===== src/rtl/pipe_stage_reg.sv =====
// pipe_stage_reg: parametrised valid/ready pipeline register with optional skid entry,
// synchronous flush and saturating stall/squash counters.
module pipe_stage_reg #(
    parameter int WIDTH          = 32,
    parameter bit SKID           = 1'b1,
    parameter bit CLEAR_ON_FLUSH = 1'b1,
    parameter int CNT_W          = 16
) (
    input  logic             clk,
    input  logic             reset,
    input  logic             flush,
    input  logic             in_valid,
    output logic             in_ready,
    input  logic [WIDTH-1:0] in_data,
    output logic             out_valid,
    input  logic             out_ready,
    output logic [WIDTH-1:0] out_data,
    output logic [1:0]       occupancy,
    output logic [CNT_W-1:0] stall_cnt,
    output logic [CNT_W-1:0] squash_cnt
);

    typedef enum logic [1:0] {EMPTY = 2'd0, ONE = 2'd1, FULL = 2'd2} state_t;

    state_t             state_q, state_d;
    logic [WIDTH-1:0]   main_q, main_d, skid_q, skid_d;
    logic [CNT_W-1:0]   stall_q, stall_d, squash_q, squash_d;
    logic               in_fire, out_fire;
    logic [1:0]         squash_inc;
    logic [CNT_W+1:0]   stall_sum, squash_sum;

    assign out_valid  = state_q != EMPTY;
    assign out_data   = main_q;
    assign occupancy  = state_q;
    assign stall_cnt  = stall_q;
    assign squash_cnt = squash_q;

    // With the skid entry, in_ready is a pure function of state so out_ready never reaches it.
    assign in_ready = reset & (SKID ? (state_q != FULL) : (state_q == EMPTY || out_ready));
    assign in_fire  = in_valid & in_ready;
    assign out_fire = out_valid & out_ready;

    always_comb begin
        state_d = state_q;
        main_d  = main_q;
        skid_d  = skid_q;
        if (flush) begin
            state_d = EMPTY;
            if (CLEAR_ON_FLUSH) begin
                main_d = '0;
                skid_d = '0;
            end
        end else begin
            case (state_q)
                EMPTY: if (in_fire) begin
                    state_d = ONE;
                    main_d  = in_data;
                end
                ONE: if (in_fire && out_fire) begin
                    main_d = in_data;
                end else if (in_fire && SKID) begin
                    state_d = FULL;
                    skid_d  = in_data;
                end else if (out_fire) begin
                    state_d = EMPTY;
                end
                FULL: if (out_fire) begin
                    state_d = ONE;
                    main_d  = skid_q;
                end
                default: state_d = EMPTY;
            endcase
        end
    end

    // An entry leaving downstream in the flush cycle was delivered, not squashed.
    assign squash_inc = flush ? (state_q - {1'b0, out_fire}) : 2'd0;
    assign stall_sum  = {2'b00, stall_q} + {{(CNT_W+1){1'b0}}, out_valid & ~out_ready};
    assign squash_sum = {2'b00, squash_q} + {{CNT_W{1'b0}}, squash_inc};
    assign stall_d    = |stall_sum[CNT_W+1:CNT_W] ? '1 : stall_sum[CNT_W-1:0];
    assign squash_d   = |squash_sum[CNT_W+1:CNT_W] ? '1 : squash_sum[CNT_W-1:0];

    always_ff @(posedge clk or negedge reset) begin
        if (!reset) begin
            state_q  <= EMPTY;
            main_q   <= '0;
            skid_q   <= '0;
            stall_q  <= '0;
            squash_q <= '0;
        end else begin
            state_q  <= state_d;
            main_q   <= main_d;
            skid_q   <= skid_d;
            stall_q  <= stall_d;
            squash_q <= squash_d;
        end
    end

endmodule

===== config.mk =====
export PLATFORM = sky130hd
export DESIGN_NAME = pipe_stage_reg
export DESIGN_NICKNAME = d
export VERILOG_FILES = /design/src/rtl/pipe_stage_reg.sv
export SDC_FILE = /design/constraint.sdc
export NUM_CORES = 1
export LEC_CHECK = 0
export BUFFER_PORTS_ARGS = -buffer_cell sky130_fd_sc_hd__buf_4
export CORE_AREA = 4 4 117 108
export CTS_CLUSTER_SIZE = 24
export DETAILED_ROUTE_END_ITERATION = 16
export DIE_AREA = 0 0 121 112
export HOLD_SLACK_MARGIN = 0.15
export PLACE_DENSITY_LB_ADDON = 0.25
export SLEW_MARGIN = 20
export SYNTH_ARGS = -nofsm -noshare
export SYNTH_HDL_FRONTEND = slang
export SYNTH_SLANG_ARGS = --single-unit

===== constraint.sdc =====
create_clock -name clk -period 2.8 [get_ports clk]
set_input_delay 0.28 -clock clk [delete_from_list [all_inputs] [get_ports clk]]
set_output_delay 0.28 -clock clk [all_outputs]
set_load 0.005 [all_outputs]

# After elaboration in Yosys (flattened, before gate mapping)
# Cells that the tools add are included.
[op_classes]
n_reduce_logical = 11
addsub = 3
n_eq_ne = 9
bitwise_logic = 5
muxes = 18
[op_table]
columns = ["op", "count"]
rows = [
  ["2-to-1 mux 32 bit", 7],
  ["case mux 32 bit (3 select lines)", 1],
  ["2-to-1 mux 16 bit", 2],
  ["adder 16 x 1 -> 17 bit", 1],
  ["adder 16 x 2 -> 17 bit", 1],
  ["2-to-1 mux 2 bit", 7],
  ["!= test 3 bit, second input constant", 4],
  ["AND reduction 4 bit", 2],
  ["case mux 2 bit (3 select lines)", 1],
  ["nonzero test 2 bit", 3],
  ["AND 1 bit", 4],
  ["!= test 2 bit, second input constant", 2],
  ["!= test 4 bit, second input constant", 1],
  ["nonzero test 4 bit", 1],
  ["OR reduction 2 bit", 2],
  ["AND reduction 3 bit", 1],
  ["== test 2 x 1 -> 1 bit, second input constant", 1],
  ["== test 2 bit, second input constant", 1],
  ["logical NOT 2 bit", 1],
  ["subtractor 2 x 1 -> 2 bit", 1],
  ["logical AND 1 bit", 1],
  ["inverter 1 bit", 1],
]
[totals]
out_inout_bits = 68
register_bits = 98

# Logic depth before layout (Yosys ltp)
# Gate-level depths: netlist (run 1).
[depth]
depth_word = 7
depth_mapped = 14

# Worst setup path after synthesis (run 1)
# OpenSTA, ideal clock, no wires.
[synth_timing]
path_kind = "register to register"
start = "reg state_q[1], in the netlist occupancy[1]"
end = "reg squash_q[6], in the netlist squash_cnt[6]"
n_path_buf = 2
path_stages_with_launch = 15
setup_slack_ps = -244
period_less_slack_ps = 3044
arrival_ps = 2968
path_cell_list = "dfrtp_1 > buf_2 > clkinv_1 > nand2_1 > and2_1 > ha_1 > nor2b_1 > ha_1 > inv_1 > fa_1 > nand4b_1 > nor4_2 > nand3_1 > buf_2 > o21ai_1"
[synth_via]
elab_chain_cells = 7
[synth_rtl]
columns = ["element", "line", "source"]
rows = [
  ["from (decl)", "25", "state_t state_q, state_d;"],
  ["from (signal assigned)", "91", "state_q <= state_d;"],
  ["nonzero test 2 bit (*)", "32", "assign out_valid = state_q != EMPTY;"],
  ["via out_valid", "15", "output logic out_valid,"],
  ["AND 1 bit (*)", "41", "assign out_fire = out_valid & out_ready;"],
  ["subtractor 2 x 1 -> 2 bit (*)", "77", "assign squash_inc = flush ? (state_q - {1'b0, out_fire}) : 2'd0;"],
  ["2-to-1 mux 2 bit (*)", "77", ""],
  ["adder 16 x 2 -> 17 bit (*)", "79", "assign squash_sum = {2'b00, squash_q} + {{CNT_W{1'b0}}, squash_inc};"],
  ["OR reduction 2 bit", "81", "assign squash_d = |squash_sum[CNT_W+1:CNT_W] ? '1 : squash_sum[CNT_W-1:0];"],
  ["2-to-1 mux 16 bit (*)", "81", ""],
  ["via squash_d[6]", "27", "logic [CNT_W-1:0] stall_q, stall_d, squash_q, squash_d;"],
  ["to (signal assigned)", "95", "squash_q <= squash_d;"],
  ["to (decl)", "27", ""],
]
# The timed path passes the listed nets; every way through them passes the cells marked *.
# A chain may end at the register's enable or synchronous reset.

# Worst setup path in the final report (run 1)
[layout_timing]
start = "reg state_q[1], in the netlist occupancy[1]"
end = "reg squash_q[10], in the netlist squash_cnt[10]"
[layout_via]
elab_chain_cells = 7
[layout_rtl]
columns = ["element", "line"]
rows = [
  ["nonzero test 2 bit", "32"],
  ["AND 1 bit", "41"],
  ["subtractor 2 x 1 -> 2 bit (*)", "77"],
  ["2-to-1 mux 2 bit (*)", "77"],
  ["adder 16 x 2 -> 17 bit (*)", "79"],
  ["OR reduction 2 bit", "81"],
  ["2-to-1 mux 16 bit (*)", "81"],
  ["via squash_d[10]", "27"],
]
# Marks and branches as above.

==> metrics.csv, run 1 <==
metric;value;unit
first-pass GRT wire length;18000;um
DRC Markers;0;
clk sink count;98;
Max-Cap Viols;0;
Layout Nets;612;
CP max stage delay;0.45;ns
CTS tree;yes;
Die W;121;um
Syn Area/Cell;9.864;um^2
Levels on crit path;13;
pre-CTS setup slack;0.06349;ns
Post-Syn Area;4577;um^2
# IOs;105;
CP Capture Type;flip-flop;
Final Max Tran Viols;0;
crit path DAT;2.90;ns
Final WS setup;0.1210;ns
GRT Util Overall;0.1629;
DP HPWL;7366;um
Initial Util;0.4035;
YS warnings;0;
clk buf depth;2;
R2R Path End;squash_cnt[10];
Net Count, Synth;507;
Rel. slew slack;0.3601;
Worst-Skew Late Latency;0.34;ns
crit path from;occupancy[1];
Via Count;3734;
die area;13550;um^2
min Tclk post-route;2.679;ns
Reg2Reg Depth;13;
Post-synth EDFFs;0;
WS Path Type;flip-flop to flip-flop;
core footprint;11340;um^2
startpoint types;flip-flop;
WP buf/inv;3;
sequential fraction of the synthesis area;0.5358;
grt total ovfl;0;
drt via density;5.115;
setup violators final;0;
CTS H-tree lvls;3;
RePlAce Congestion;0.8090;
vias in the first global route;3588;
DR WL/cell;14.94;um
Root Driver;clkbuf_16;
Peak VDD IR;0.3267;mV
commonest non-fill, non-tap cell in the layout;nand2_1;
outcome;finished, final reports clean;
Async SR Flop Fraction;1.000;
pwr/cell area;563.1;nW/um^2
Antenna diodes;0;
row count;37;
Die Ht;112;um
Port-buffer cells;104;
share of layout cells above drive strength 1;0.2683;
crit-path cells;clkinv_8 > nand2_4 > and2_4 > ha_4 > nor2b_2 > ha_2 > inv_2 > fa_2 > nand4b_1 > buf_4 > nor2_2 > nand4_1 > mux2_2;
RR Startpoint;occupancy[1];
Slowest-stage cell, CP;dfrtp_2;
worst hold path class;input pin to flip-flop;
initial antenna violation count;0;
Mapped Cells;464;
Reg clk slew, reported paths;0.07;ns
Primary FF master, synth;dfrtp_1;
Tightest Pin Transition;0.9599;ns
placed instance area;5614;um^2
most frequent cells in the layout;nand2_1, buf_4, dfrtp_1, a21oi_1;
post-route ant nets;0;
Crit path required time;3.02;ns
Final Cell Area;5918;um^2
Unique masters post-synth;36;
drt pass-1 iters;5;
Routed WL;10910;um
Post-CTS Setup Bufs;0;
synthesized flop and latch total;98;
Clock Skews;0.005808;ns
setup slack, reg-to-reg;0.12;ns
largest net degree at the start of global routing;77;
Leak Pwr;2.706;nW
final-report hold violation count;0;
Worst Setup EP;squash_cnt[10];
CP Max Fanout;3;
synthesis-to-layout area growth;29.31;%
fin crit share;0.9568;
CTS Buf Count;9;
critical path's top delay family;adder cells;
First DRT Iteration DRCs;305;
Max Freq;373.3;MHz
RSZ-0062 raised after global routing;no;
report_power, final:
part / switching (mW) / internal, mW / total [mW]
Sequential: 0.124 / 1.53 / 1.66
Combinational: 0.244 / 0.284 / 0.528
Clock: 0.521 / 0.628 / 1.15
Total: 0.889 / 2.44 / 3.33
per-layer routing:
layer,up-vias,GRT usage,routed length [um]
met3,11,0.04418,583
met2,83,0.2615,5119
li1,1808,-,-
met4,0,0.04305,113
met1,1832,0.2182,5089
met5,-,0,0
per-stage QoR:
| step | hold WS [ns] | TNS, ns | utilization | instances | power, mW |
|---|---|---|---|---|---|
| 6_report | 0.1879 | 0 | 0.5218 | 730 | 3.332 |
| 3_5_place_dp | 0.2271 | 0 | 0.4950 | 712 | 2.212 |
| 4_1_cts | 0.1758 | 0 | 0.5209 | 730 | 3.378 |
| 3_3_place_gp | 0.2216 | 0 | 0.4949 | 712 | 2.197 |
| 2_1_floorplan | -0.01559 | -0.1610 | - | 464 | 1.878 |
| 5_1_grt | 0.1739 | 0 | 0.5218 | 730 | 3.516 |
Yosys cell counts, drive strengths merged, types with 6 or more instances:
cell type  number  area share
xor2            7       0.013
nand4           8       0.011
a21oi          37       0.040
o31ai          32       0.052
mux2i          32       0.070
nor4            7       0.011
nand3          11       0.012
nor3            6      0.0066
xnor2          13       0.025
buf             9       0.011
nor2            8      0.0082
inv             9      0.0074
dfrtp          98        0.54
clkbuf         18       0.015
nand2         127        0.10
flip-flops by register name (all words and copies together) (netlist names):
| signal | flops |
|---|---|
| occupancy | 2 |
| stall_cnt | 16 |
| skid_q | 32 |
| out_data | 32 |
| squash_cnt | 16 |
final cells by class:
class | instances | area [um^2]
clock inverter | 4 | 27.53
multi-input combinational | 329 | 2014
inverter | 10 | 50.05
fill | 1050 | 5424
tap | 156 | 195.2
sequential | 98 | 2455
timing repair buffer | 121 | 929.6
clock buffer | 12 | 246.5
how the worst min path moves through the flow:
stage	cells past startpoint	startpoint	to
finish	3	in_data[16]	skid_q[16]
global placement	1	reset	occupancy[1]
global route	3	in_data[16]	skid_q[16]
floorplan	0	reset	occupancy[0]
CTS	3	in_data[16]	skid_q[16]
detailed placement	1	reset	occupancy[1]
cell families after synthesis:
kind of cell / synth area share
AOI/OAI and AO/OA: 0.1132
xor gates and xnor gates: 0.03827
adders and majority gates: 0.01804
buffers and inverters: 0.03444
DFF: 0.5358
muxes: 0.07982
and+or+nand+nor: 0.1804
worst min-delay path, cell delays in order:
cell	delay, ns
buf_4	0.11
nand2_1	0.05
a21oi_1	0.05
repair_timing:
| item | CTS | global route |
|---|---|---|
| resized for setup | 0 | 4 |
| hold buffers | 2 | 0 |
| endpoints found under the hold margin | 23 | 0 |
| setup endpoints to repair | 0 | 14 |
No activity file was read; power rests on OpenSTA's default activity.
==> inputs of run 2 (changes only) <==
==> constraint.sdc (replaced) <==
create_clock -name clk -period 2.8 [get_ports clk]
set_input_delay 0 -clock clk [delete_from_list [all_inputs] [get_ports clk]]
set_output_delay 0 -clock clk [all_outputs]
set_load 0.005 [all_outputs]
==> run 2 against run 1 <==
Fmax decreased by 1.7%. Sequential power is essentially flat. Hold slack lost 0.029 ns. Sequential share of layout area decreased by 2.3 points. First-iteration DRC count is 16% lower. Critical path depth unchanged. Critical path type unchanged. Critical endpoint unchanged. Largest power group unchanged.
==> metrics.csv, run 2 (synthesis results as in run 1) <==
metric;value;unit
Final Cell Area;6272;um^2
Peak VDD IR;0.3746;mV
Max-Cap Viols;0;
core footprint;11340;um^2
Die W;121;um
die area;13550;um^2
CTS H-tree lvls;3;
initial antenna violation count;0;
# IOs;105;
clk buf depth;2;
fill count;1054;
GRT Util Overall;0.1742;
RePlAce Congestion;0.8106;
post-route ant nets;0;
Post-CTS Setup Bufs;0;
DP HPWL;7375;um
Die Ht;112;um
pre-CTS setup slack;0.02925;ns
grt total ovfl;0;
Met2 Routed Length;5409;um
CTS Buf Count;9;
fin cells;766;
CP Max Fanout;3;
Root Driver;clkbuf_16;
Clock Skews;0.007024;ns
routed length on met3;646;um
DRC Markers;0;
Max Freq;367.0;MHz
final core occ;0.5530;
Final Hold Slack;0.1590;ns
First DRT Iteration DRCs;256;
final-report hold violation count;0;
Crit path required time;3.03;ns
DR WL/cell;14.64;um
crit path DAT;2.95;ns
commonest non-fill, non-tap cell in the layout;nand2_1;
largest net degree at the start of global routing;82;
most frequent cells in the layout;nand2_1, buf_4, dfrtp_1, a21oi_1, dlygate4sd3_1;
row count;37;
Routed WL;11210;um
Power Total;3.437;mW
synthesis-to-layout area growth;37.04;%
Post-Place Cells;714;
Setup Total Neg Slack;0;ns
Layout Nets;648;
outcome;finished, final reports clean;
CTS tree;yes;
Initial Util;0.4035;
Via Count;3812;
clk sink count;98;
Leak Pwr;2.852;nW
WS Path Type;flip-flop to flip-flop;
worst hold path class;input pin to flip-flop;
min Tclk post-route;2.725;ns
Final Max Tran Viols;0;
Rel. slew slack;0.4230;
Port-buffer cells;104;
Reg clk slew, reported paths;0.07;ns
Top Layer Used;met4;
first-pass GRT wire length;19240;um
Worst-Skew Late Latency;0.34;ns
Antenna diodes;0;
Final WS setup;0.07497;ns
vias in the first global route;3835;
RSZ-0062 raised after global routing;yes;
fin crit share;0.9732;
Tightest Pin Transition;0.8626;ns
pwr/cell area;548.0;nW/um^2
drt via density;4.977;
placed instance area;5617;um^2
startpoint types;flip-flop;
setup violators final;0;
drt pass-1 iters;4;
share of layout cells above drive strength 1;0.2541;
CP Capture Type;flip-flop;
met1 WL;5064;um
-- run 2: changes by cell type in the layout (fill, tap and decap cells not counted), moves of 2 or more --
cell and change:
clkinv_4 -2, dlygate4sd3_1 +34, clkinvlp_4 +2, buf_4 +3
-- run 2: power breakdown --
| group | internal, mW | switching (mW) |
|---|---|---|
| clock network | 0.690 | 0.524 |
| registers | 1.53 | 0.124 |
| logic | 0.314 | 0.252 |
| total | 2.54 | 0.900 |
-- run 2: final cells by class --
cell class	count	area [um^2]	area share
Sequential cell	98	2455	0.3914
Multi-Input combinational cell	329	2012	0.3208
Timing Repair Buffer	157	1272	0.2029
Clock buffer	11	232.7	0.03710
Tap cell	156	195.2	0.03112
Clock inverter	5	55.05	0.008777
Inverter	10	50.05	0.007979
-- run 2: worst paths after layout --
path / slack [ns] / to / startpoint / cells past startpoint
max reg2reg: 0.07 / squash_cnt[10] / occupancy[1] / 13
max in group asynchronous: 1.25 / occupancy[0] / reset / 3
min: 0.16 / squash_cnt[1] / flush / 4
min reg2reg: 0.48 / out_data[7] / out_data[7] / 2
min in group asynchronous: 0.44 / stall_cnt[0] / reset / 3
max: 0.07 / squash_cnt[10] / occupancy[1] / 13
-- run 2: worst max-delay path: stages (launching register included) --
cell and delay, ns:
dfrtp_2 0.45, clkinv_8 0.06, nand2_4 0.04, and2_4 0.13
ha_4 0.22, nor2b_1 0.12, ha_2 0.20, inv_2 0.04
fa_2 0.37, nand4b_1 0.27, buf_4 0.21, nor2_2 0.12
nand4_1 0.11, mux2_2 0.28
-- run 2: layer usage --
layer	GRT usage	vias to the layer above
li1	-	1873
met1	0.2290	1857
met2	0.2815	75
met3	0.05891	7
met4	0.03474	0
met5	0	-
-- run 2: what timing repair did --
action	in CTS	in global routing
setup endpoints to repair	0	15
hold endpoints to repair	84	0
gates resized for setup	0	2
hold buffers	36	0
